==> src/rtl/bin_to_seg6_pkg.sv <==
// rtl/bin_to_seg6_pkg.sv - shared states, segment constants and digit table for bin_to_seg6
package bin_to_seg6_pkg;

    typedef enum logic [1:0] {
        IDLE   = 2'd0,
        SHIFT  = 2'd1,
        ENCODE = 2'd2
    } state_e;

    localparam logic [7:0]  SEG_BLANK   = 8'h00;
    localparam logic [7:0]  SEG_DASH    = 8'h02;
    localparam logic [23:0] MAX_DISPLAY = 24'd999999;

    // Segment order a,b,c,d,e,f,g,dp from bit 7 down; dp never lit.
    localparam logic [7:0] SEG_TABLE [0:9] = '{
        8'hFC, 8'h60, 8'hDA, 8'hF2, 8'h66,
        8'hB6, 8'hBE, 8'hE0, 8'hFE, 8'hF6
    };

endpackage

==> src/rtl/seg7_digit_enc.sv <==
// rtl/seg7_digit_enc.sv - combinational BCD digit to 7-segment byte encoder with blanking
module seg7_digit_enc
    import bin_to_seg6_pkg::*;
(
    input  logic [3:0] bcd,
    input  logic       blank,
    output logic [7:0] seg
);

    always_comb begin
        seg = SEG_BLANK;
        if (!blank && (bcd <= 4'd9)) begin
            seg = SEG_TABLE[bcd];
        end
    end

endmodule

==> src/rtl/bin_to_seg6.sv <==
// rtl/bin_to_seg6.sv - binary to six-digit 7-segment converter (iterative double-dabble)
// Build option: LEADING_ZERO_BLANK_EN blanks leading zero digits.
module bin_to_seg6
    import bin_to_seg6_pkg::*;
#(
    parameter int BIN_W = 20
) (
    input  logic             s_clk,
    input  logic             s_reset,
    input  logic [BIN_W-1:0] bin_in,
    input  logic             in_valid,
    output logic             in_ready,
    output logic [47:0]      seg_data,
    output logic             seg_valid,
    output logic             overflow
);

`ifdef LEADING_ZERO_BLANK_EN
    localparam logic [47:0] SEG_RESET = 48'h0000000000FC;
`else
    localparam logic [47:0] SEG_RESET = 48'hFCFCFCFCFCFC;
`endif

    state_e           state_q, state_d;
    logic [BIN_W-1:0] bin_q, bin_d;
    logic [23:0]      bcd_q, bcd_d;
    logic [4:0]       cnt_q, cnt_d;
    logic             ovf_pend_q, ovf_pend_d;
    logic [47:0]      seg_data_q, seg_data_d;
    logic             seg_valid_q, seg_valid_d;
    logic             overflow_q, overflow_d;

    logic [23:0]      bcd_adj;
    logic [5:0]       blank;
    logic [47:0]      seg_enc;

    always_comb begin
        bcd_adj = bcd_q;
        for (int i = 0; i < 6; i++) begin
            if (bcd_q[i*4 +: 4] >= 4'd5) begin
                bcd_adj[i*4 +: 4] = bcd_q[i*4 +: 4] + 4'd3;
            end
        end
    end

    // A digit is blanked only if it and every digit to its left are zero.
    always_comb begin
        blank = '0;
`ifdef LEADING_ZERO_BLANK_EN
        blank[5] = (bcd_q[23:20] == 4'd0);
        for (int i = 4; i >= 1; i--) begin
            blank[i] = blank[i+1] && (bcd_q[i*4 +: 4] == 4'd0);
        end
`endif
    end

    for (genvar g = 0; g < 6; g++) begin : g_enc
        seg7_digit_enc u_enc (
            .bcd   (bcd_q[g*4 +: 4]),
            .blank (blank[g]),
            .seg   (seg_enc[g*8 +: 8])
        );
    end

    always_comb begin
        state_d     = state_q;
        bin_d       = bin_q;
        bcd_d       = bcd_q;
        cnt_d       = cnt_q;
        ovf_pend_d  = ovf_pend_q;
        seg_data_d  = seg_data_q;
        seg_valid_d = 1'b0;
        overflow_d  = overflow_q;
        case (state_q)
            IDLE: begin
                if (in_valid) begin
                    bin_d      = bin_in;
                    bcd_d      = '0;
                    cnt_d      = 5'(BIN_W - 1);
                    ovf_pend_d = (24'(bin_in) > MAX_DISPLAY);
                    state_d    = SHIFT;
                end
            end
            SHIFT: begin
                bcd_d = {bcd_adj[22:0], bin_q[BIN_W-1]};
                bin_d = bin_q << 1;
                if (cnt_q == 5'd0) begin
                    state_d = ENCODE;
                end else begin
                    cnt_d = cnt_q - 5'd1;
                end
            end
            ENCODE: begin
                seg_data_d  = ovf_pend_q ? {6{SEG_DASH}} : seg_enc;
                overflow_d  = ovf_pend_q;
                seg_valid_d = 1'b1;
                state_d     = IDLE;
            end
            default: state_d = IDLE;
        endcase
    end

    always_ff @(posedge s_clk or negedge s_reset) begin
        if (!s_reset) begin
            state_q     <= IDLE;
            bin_q       <= '0;
            bcd_q       <= '0;
            cnt_q       <= '0;
            ovf_pend_q  <= 1'b0;
            seg_data_q  <= SEG_RESET;
            seg_valid_q <= 1'b0;
            overflow_q  <= 1'b0;
        end else begin
            state_q     <= state_d;
            bin_q       <= bin_d;
            bcd_q       <= bcd_d;
            cnt_q       <= cnt_d;
            ovf_pend_q  <= ovf_pend_d;
            seg_data_q  <= seg_data_d;
            seg_valid_q <= seg_valid_d;
            overflow_q  <= overflow_d;
        end
    end

    assign in_ready  = (state_q == IDLE);
    assign seg_data  = seg_data_q;
    assign seg_valid = seg_valid_q;
    assign overflow  = overflow_q;

endmodule

==> config.mk <==
export PLATFORM = sky130hd
export DESIGN_NAME = bin_to_seg6
export DESIGN_NICKNAME = d
export VERILOG_FILES = /design/src/rtl/bin_to_seg6_pkg.sv /design/src/rtl/seg7_digit_enc.sv /design/src/rtl/bin_to_seg6.sv
export SDC_FILE = /design/constraint.sdc
export NUM_CORES = 1
export LEC_CHECK = 0
export ABC_AREA = 1
export CAP_MARGIN = 30
export CORE_ASPECT_RATIO = 1.5
export CORE_MARGIN = 1
export CORE_UTILIZATION = 57
export CTS_CLUSTER_DIAMETER = 150
export CTS_CLUSTER_SIZE = 10
export DETAILED_ROUTE_END_ITERATION = 10
export DONT_BUFFER_PORTS = 1
export GPL_ROUTABILITY_DRIVEN = 0
export PLACE_DENSITY = 0.75
export SLEW_MARGIN = 15
export SYNTH_ARGS = -nofsm -noshare
export SYNTH_HDL_FRONTEND = slang
export SYNTH_SLANG_ARGS = --single-unit
==> constraint.sdc <==
create_clock -name s_clk -period 1.25 [get_ports s_clk]
set_input_delay 0.25 -clock s_clk [delete_from_list [all_inputs] [get_ports s_clk]]
set_output_delay 0.25 -clock s_clk [all_outputs]
set_load 0.05 [all_outputs]
Word level (Yosys, flattened, before mapping)
Memories as Yosys holds them, arrays and structs flattened.
Cells that the tools add are included.
Cells by class
  muxes and demuxes: 36
  $add $sub $neg: 7
  magnitude comparators: 19
  eq/ne operators: 5
  bitwise logic cells: 6
  reduce and logical (&&, ||, !) cells: 7
Operators by type and width (count)
  8-bit two-way mux: 18
  48-bit two-way mux: 1
  24-bit case mux with 2 select lines: 1
  20-bit case mux with 2 select lines: 1
  5-bit greater-or-equal comparator (second input constant): 6
  4-bit inverter with 5-bit output: 6
  4-bit by 3-bit greater-or-equal comparator with 1-bit output (second input constant): 6
  4-bit <= comparator (second input constant): 6
  24-bit two-way mux: 1
  4-bit by 2-bit adder with 4-bit output (second input constant): 5
  20-bit greater-than comparator (second input constant): 1
  20-bit two-way mux: 1
  4-bit two-way mux: 5
  5-bit two-way mux: 2
  5-bit case mux with 2 select lines: 1
  2-bit inequality test (second input constant): 3
  2-bit AND reduction: 3
  5-bit zero test: 1
  5-bit by 1-bit subtractor with 5-bit output (second input constant): 1
  2-bit two-way mux: 2
  2-bit case mux with 2 select lines: 1
  3-bit by 2-bit adder with 3-bit output (second input constant): 1
  3-bit two-way mux: 1
  3-bit AND reduction: 1
  other kinds (5): 5
Storage, ports and cells
  word-level logic and storage cells: 94
  memory bits (read-only): 768
  memories: 6
  register bits: 102
  output and inout bits: 51
Memory list
  (name not given): words 16, width 8, read ports 1, clocked after Yosys merged registers in 0, write ports 0, RTL line seg7_digit_enc.sv:13  | seg = SEG_TABLE[bcd];
  (name not given): words 16, width 8, read ports 1, clocked after Yosys merged registers in 0, write ports 0, RTL line seg7_digit_enc.sv:13
  (name not given): words 16, width 8, read ports 1, clocked after Yosys merged registers in 0, write ports 0, RTL line seg7_digit_enc.sv:13
  (name not given): words 16, width 8, read ports 1, clocked after Yosys merged registers in 0, write ports 0, RTL line seg7_digit_enc.sv:13
  (name not given): words 16, width 8, read ports 1, clocked after Yosys merged registers in 0, write ports 0, RTL line seg7_digit_enc.sv:13
  (name not given): words 16, width 8, read ports 1, clocked after Yosys merged registers in 0, write ports 0, RTL line seg7_digit_enc.sv:13

Longest topological paths before layout
  depth after elaboration: 6
  gate-level depth with buffers: 10
  mapped depth without buffers: 10

Cells and area by module
A second synthesis with hierarchy kept.
Second synthesis, totals
  cells, all modules: 702
  area total of the unflattened synthesis: 6034.5 sq um
By module, submodules not included
  bin_to_seg6: instances 1, seq. area each 2597.5 sq um, cells each 456, area each 4653.2 sq um
  seg7_digit_enc at g_enc[2].u_enc ...: instances 4, seq. area each 0.0 sq um, cells each 41, area each 232.7 sq um
  seg7_digit_enc at g_enc[0].u_enc ...: instances 2, seq. area each 0.0 sq um, cells each 41, area each 225.2 sq um

Worst setup path before layout
No wires, ideal clock.
  path kind: register to register
  start: register state_q[0]
  end: register cnt_q[1]
  required time: 1.123 ns
  cell stages (with the launch flop): 5
  data arrival time: 1.683 ns
  setup slack: -0.560 ns
  buffers on the path: 0
  path through: dfrtp_1 nor2_1 nand2_1 nand2_1 o21ai_0
Between the ends
  longest elaborated chain between the ends: 3
  elaborated cells between the ends (all ways): 7
  classes of those cells: eq/ne: 3; mux: 1; reduce/logical: 3
Ends and longest elaborated chain
  start: declaration: RTL line bin_to_seg6.sv:24  | state_e state_q, state_d;
  start signal: assignment: RTL line bin_to_seg6.sv:114  | state_q <= state_d;
  2-bit zero test (*)
  net in_ready: RTL line bin_to_seg6.sv:12  | output logic in_ready,
  2-bit inequality test (no line) or 2-bit nonzero test (tied branches)
  3-bit AND reduction (no line)
  end signal: assignment: RTL line bin_to_seg6.sv:117  | cnt_q <= cnt_d;
  end: declaration: RTL line bin_to_seg6.sv:27  | logic [4:0] cnt_q, cnt_d;
Mark *: on every way through the listed nets, which the timed path passes. The rest lies on a longest branch.
A chain may end at the register's enable or synchronous reset.

Worst setup path in the final report
  start: register state_q[1]
  end: register bcd_q[7]
Between the ends
  longest elaborated chain between the ends: 3
  elaborated cells between the ends (all ways): 6
  classes of those cells: eq/ne: 2; mux: 1; reduce/logical: 3
Ends and longest elaborated chain
  2-bit by 1-bit equality test with 1-bit output or 2-bit zero test (tied branches): RTL line bin_to_seg6.sv:74  | case (state_q)
  2-bit nonzero test (no line) or 2-bit inequality test (tied branches)
  2-bit AND reduction (no line)
  end signal: assignment: RTL line bin_to_seg6.sv:107  | bcd_q <= '0;
  end signal: assignment: RTL line bin_to_seg6.sv:116  | bcd_q <= bcd_d;
  end: declaration: RTL line bin_to_seg6.sv:26  | logic [23:0] bcd_q, bcd_d;
Several ways; a longest one is shown, not always the timed one.

==> results.md <==
Run status:
- The run finished, with violations left.
- The final reports fail on negative hold slack, negative setup slack.

Worst setup path:
- The critical path is of the flip-flop to flip-flop type.
- The longest individual stage delay on the worst path is 0.38 ns.
- STA classifies the critical path endpoint as a flip-flop.
- The maximum fanout count along the critical path is 9.
- Data arrives at the worst endpoint at 1.72 ns.
- The worst register-to-register path ends at bcd_q[7].
- The source of the worst register-to-register timing path is state_q[1].
- The path depth of the worst reg2reg path is 9.
- The worst setup path is launched from a flip-flop.
- The worst register-to-register path has a setup slack of -0.17 ns.
- By instance count, the cell type seen most on the critical path is sky130_fd_sc_hd__nand2_4.
- The largest individual stage delay along the critical path comes from the cell sky130_fd_sc_hd__dfrtp_1.
- Data on the critical path is required at its endpoint by 1.55 ns.
- Walking the worst path, the cells encountered are buf_4, inv_4, nand2_4, nand2_4, inv_2, buf_6, o21ai_2, nand2_1, inv_1.

Clock tree:
- For this design, the sink count on the clock tree is 96.
- Counting along the longest clock path gives a buffer depth of 2.
- The CTS buffer count is 9.
- The tree is rooted in a sky130_fd_sc_hd__clkbuf_16.
- The clock transition at the register clock pins on the worst setup and hold paths after CTS is 0.07 ns.
- The later pin in the worst-skew pair is clocked with a latency of 0.36 ns.
- The maximum level of the CTS H-tree is 3.
- The TritonCTS clock tree is yes.

Detailed routing:
- The routed layout has 4,761 vias.
- In the final routed layout, each cell accounts on average for 16.59 um.
- The count of antenna-violating nets left after detailed routing is 0.
- After the first detailed-routing iteration, the DRC count stood at 303.
- The routed via count divided by cell count is 5.654.
- The detailed-router iteration count before antenna repair is 5.
- The remaining design rule violation count is 0.
- After detailed routing, the total wire length is 13.97 mm.

Timing:
- The worst hold margin is -0.4093 ns.
- The hold violation count in the final report is 96.
- The final period utilization is 113.6%.
- The number of setup violations in the final report is 120.
- Setup repair after global routing could not meet its margin everywhere.
- The clock arrives with 0.009249 ns of skew.
- The total negative slack for setup checks is -6.852 ns.
- The time the worst path needs with I/O delays and setup is 1.420 ns.
- In the post-route analysis, the smallest setup slack over all paths is -0.1702 ns.
- The maximum clock frequency is 704.2 MHz.
- The total count of max-transition violations in the final report is 0.

Place:
- The sum of net half-perimeters after detailed placement is 8.368 mm.
- OpenSTA, run right after detailed placement, puts the worst setup slack at -0.1849 ns.
- Buffers placed on the I/O ports in this run total 0.

Synth:
- The Yosys step of the flow raised 0 warnings.
- The post-synthesis adder-cell area fraction is 6.021%.
- The count of flip-flops with a built-in enable after synthesis is 0.
- The share of synthesized area spent on multiplexers is 0%.
- The gate count of the mapped netlist is 648.
- For this run, the leading register cell type out of synthesis is sky130_fd_sc_hd__dfrtp_1.
- The fraction of the mapped netlist area in compound gates is 14.50%.
- Synthesis inferred 96 register bits.
- Synthesis instantiated 29 different standard cells from the library.
- Dividing the synthesized area by the synthesized cell count gives 8.017 sq um.
- The proportion of synthesized chip area in sequential cells is 47.11%.
- The synthesized-area fraction occupied by xor and xnor cells is 0.3372%.
- Counting flops with an async set or reset pin after synthesis yields a share of 100.0%.
- In this run the biggest area consumer among cell types represents 28.90% of the synthesized area.
- After synthesis, the largest family of logic cells by area is simple AND/OR/NAND/NOR gates.
- The simple-gate share of the synthesized area is 24.04%.
- By area the synthesized netlist is led by sky130_fd_sc_hd__dfrtp_1 (29%), sky130_fd_sc_hd__dfstp_2 (18%), sky130_fd_sc_hd__nand2_1 (14%).
- Summing every instance area after synthesis gives 0.005195 sq mm.
- The cell type with the highest aggregate area in the netlist is sky130_fd_sc_hd__dfrtp_1.

GRT:
- In the global route stage, overall resource usage came out at 28.76%.
- The number of global-route vias before repair is 4,634.
- The wire length of the first global-routing pass is 21.08 mm.
- The number of antenna violations at the first check in global routing came to 0.
- The total overflow reported by the global router is 0.
- The maximum number of pins on one net before global-route repair is 97.

Power and ir drop:
- The internal power is 10.58 mW.
- The clock network burns 12.9% of the power.
- The power density relative to cell area is 3037 mW/mm^2.
- Per report_power, the combinational group accounts for 46.8% of the total.
- The total power draw is 20.73 mW.
- The sequential group share of total power is 40.3%.
- Summed over all cells, the static leakage comes to 3.341 nW.
- The worst-case IR drop observed on VDD is 1780 uV.
- The reported net switching power is 10.14 mW.
- Net switching is 48.93% of the power.

Hold path:
- The path class of the lowest-slack min-delay path is input pin to asynchronous set/reset pin.

Final layout:
- Fill cells in the final layout number 551.
- The number of antenna diodes in the final layout is 0.
- The register area is 0.002459 sq mm.
- The net count of the finished layout is 775.
- From synthesis to final layout, the design area changed by 31.38%.
- The multi-input gate area in the final layout is 0.002904 sq mm.
- The post-route netlist has 39.62% of its cells at a drive strength greater than 1.

Floorplan:
- The row count is 42.
- The region available for standard cell placement spans 0.008828 sq mm.
- The floorplan die area is 0.009508 sq mm.
- The die extent in x is 79.95 um.
- The initial cell density of the core is 58.84%.
- The I/O pin total is 74.
- The y dimension of the die is 118.9 um.

Flow run:
- Max-cap violations in this run came to 0.
-- final cells by class --
class,instances,area share [%]
sequential,96,36.02
multi-input combinational,464,42.55
timing repair buffer,90,11.40
inverter,66,3.850
clock inverter,4,0.4033
clock buffer,12,3.758
tap,110,2.016
-- critical path, delay by kind of cell (launching register included) --
family | cells | cell delay (ns)
flip-flops | 1 | 0.38
buffers and inverters | 5 | 0.49
AND/OR/NAND/NOR | 3 | 0.34
AO/OA/AOI/OAI | 1 | 0.15
-- synth_stat cells, types with 4 or more instances --
cell type and count:
sky130_fd_sc_hd__inv_1 63, sky130_fd_sc_hd__buf_2 13, sky130_fd_sc_hd__o21ai_2 18, sky130_fd_sc_hd__nand3_1 39
sky130_fd_sc_hd__nor2_1 61, sky130_fd_sc_hd__dfstp_2 36, sky130_fd_sc_hd__o21ai_0 58, sky130_fd_sc_hd__clkbuf_1 5
sky130_fd_sc_hd__ha_1 25, sky130_fd_sc_hd__buf_4 7, sky130_fd_sc_hd__dfrtp_1 60, sky130_fd_sc_hd__o22ai_1 9
sky130_fd_sc_hd__o211ai_1 4, sky130_fd_sc_hd__a22oi_1 4, sky130_fd_sc_hd__a21oi_1 36, sky130_fd_sc_hd__nand2_1 187
-- sequential cells by signal, summed over array words and instances (netlist names) --
register / flops
overflow: 1
bcd_q: 24
ovf_pend_q: 1
cnt_q: 5
state_q: 2
bin_q: 20
seg_valid: 1
seg_data: 42
-- power by group through the flow --
stage	Sequential [mW]	Clock, mW	Combinational (mW)
after global routing	8.50	2.84	10.6
after global placement	8.13	0	7.00
after CTS	8.24	2.68	8.36
after detailed placement	8.21	0	7.26
final	8.35	2.68	9.70
after floorplan	8.19	0	4.82
-- cells by family (layout without fill, tap and decap cells) --
family	count (synthesis)	count (layout)
adder cells (fa/ha/maj)	25	25
XOR/XNOR	2	2
AO/OA/AOI/OAI	130	130
flip-flops	96	96
buffers and inverters	93	172
other	1	6
AND/OR/NAND/NOR	301	301
-- worst max path at each step --
stage | start | endpoint | cells after the start
2_1_floorplan | state_q[0] | cnt_q[1] | 4
3_3_place_gp | bcd_q[12] | bcd_q[16] | 7
3_5_place_dp | bcd_q[12] | bcd_q[16] | 7
4_1_cts | state_q[1] | in_ready | 3
5_1_grt | state_q[1] | bcd_q[7] | 9
6_report | state_q[1] | bcd_q[7] | 9
-- layer usage --
metal | up-vias | global-route usage, % | routed length, um
met5 | - | 0 | 0
met1 | 2300 | 30.89 | 5095
met2 | 157 | 52.08 | 7638
met4 | 0 | 15.07 | 644
li1 | 2248 | - | -
met3 | 56 | 5.211 | 587
-- placed cells by master (no fill, tap or decap), types with 4 or more instances in the layout --
cell | netlist | final
sky130_fd_sc_hd__o21ai_1 | 0 | 27
sky130_fd_sc_hd__nand2_4 | 3 | 8
sky130_fd_sc_hd__buf_8 | 0 | 4
sky130_fd_sc_hd__conb_1 | 1 | 6
sky130_fd_sc_hd__nand3_1 | 39 | 29
sky130_fd_sc_hd__inv_1 | 63 | 36
sky130_fd_sc_hd__nor2_2 | 0 | 5
sky130_fd_sc_hd__inv_2 | 2 | 26
sky130_fd_sc_hd__a21oi_1 | 36 | 26
sky130_fd_sc_hd__ha_1 | 25 | 12
sky130_fd_sc_hd__o21ai_2 | 18 | 26
sky130_fd_sc_hd__clkbuf_16 | 0 | 9
sky130_fd_sc_hd__ha_4 | 0 | 11
sky130_fd_sc_hd__nand2_1 | 187 | 159
sky130_fd_sc_hd__nor2_1 | 61 | 53
sky130_fd_sc_hd__dfrtp_1 | 60 | 51
sky130_fd_sc_hd__dfrtp_2 | 0 | 9
sky130_fd_sc_hd__nand3_4 | 0 | 9
sky130_fd_sc_hd__nor2_4 | 2 | 5
sky130_fd_sc_hd__a21oi_2 | 0 | 10
sky130_fd_sc_hd__buf_4 | 7 | 69
sky130_fd_sc_hd__o22ai_1 | 9 | 7
sky130_fd_sc_hd__dfstp_2 | 36 | 36
sky130_fd_sc_hd__o21ai_0 | 58 | 21
sky130_fd_sc_hd__o211ai_1 | 4 | 4
sky130_fd_sc_hd__buf_6 | 0 | 16
sky130_fd_sc_hd__nand2_2 | 0 | 20
-- what timing repair did --
action | in CTS | in global routing
endpoints found under the hold margin | 96 | 96
pin swaps | 24 | 22
resized for setup | 119 | 93
setup endpoints to repair | 119 | 130
buffers inserted | 14 | 10
-- stage by stage --
step,utilization (%),std cells,instance area [sq um]
6_report,77.31,842,6825
5_1_grt,77.31,842,6825
4_1_cts,72.73,832,6421
3_5_place_dp,64.85,802,5725
3_3_place_gp,64.85,802,5725
2_1_floorplan,-,653,5241
(Power assumes the default switching activity.)
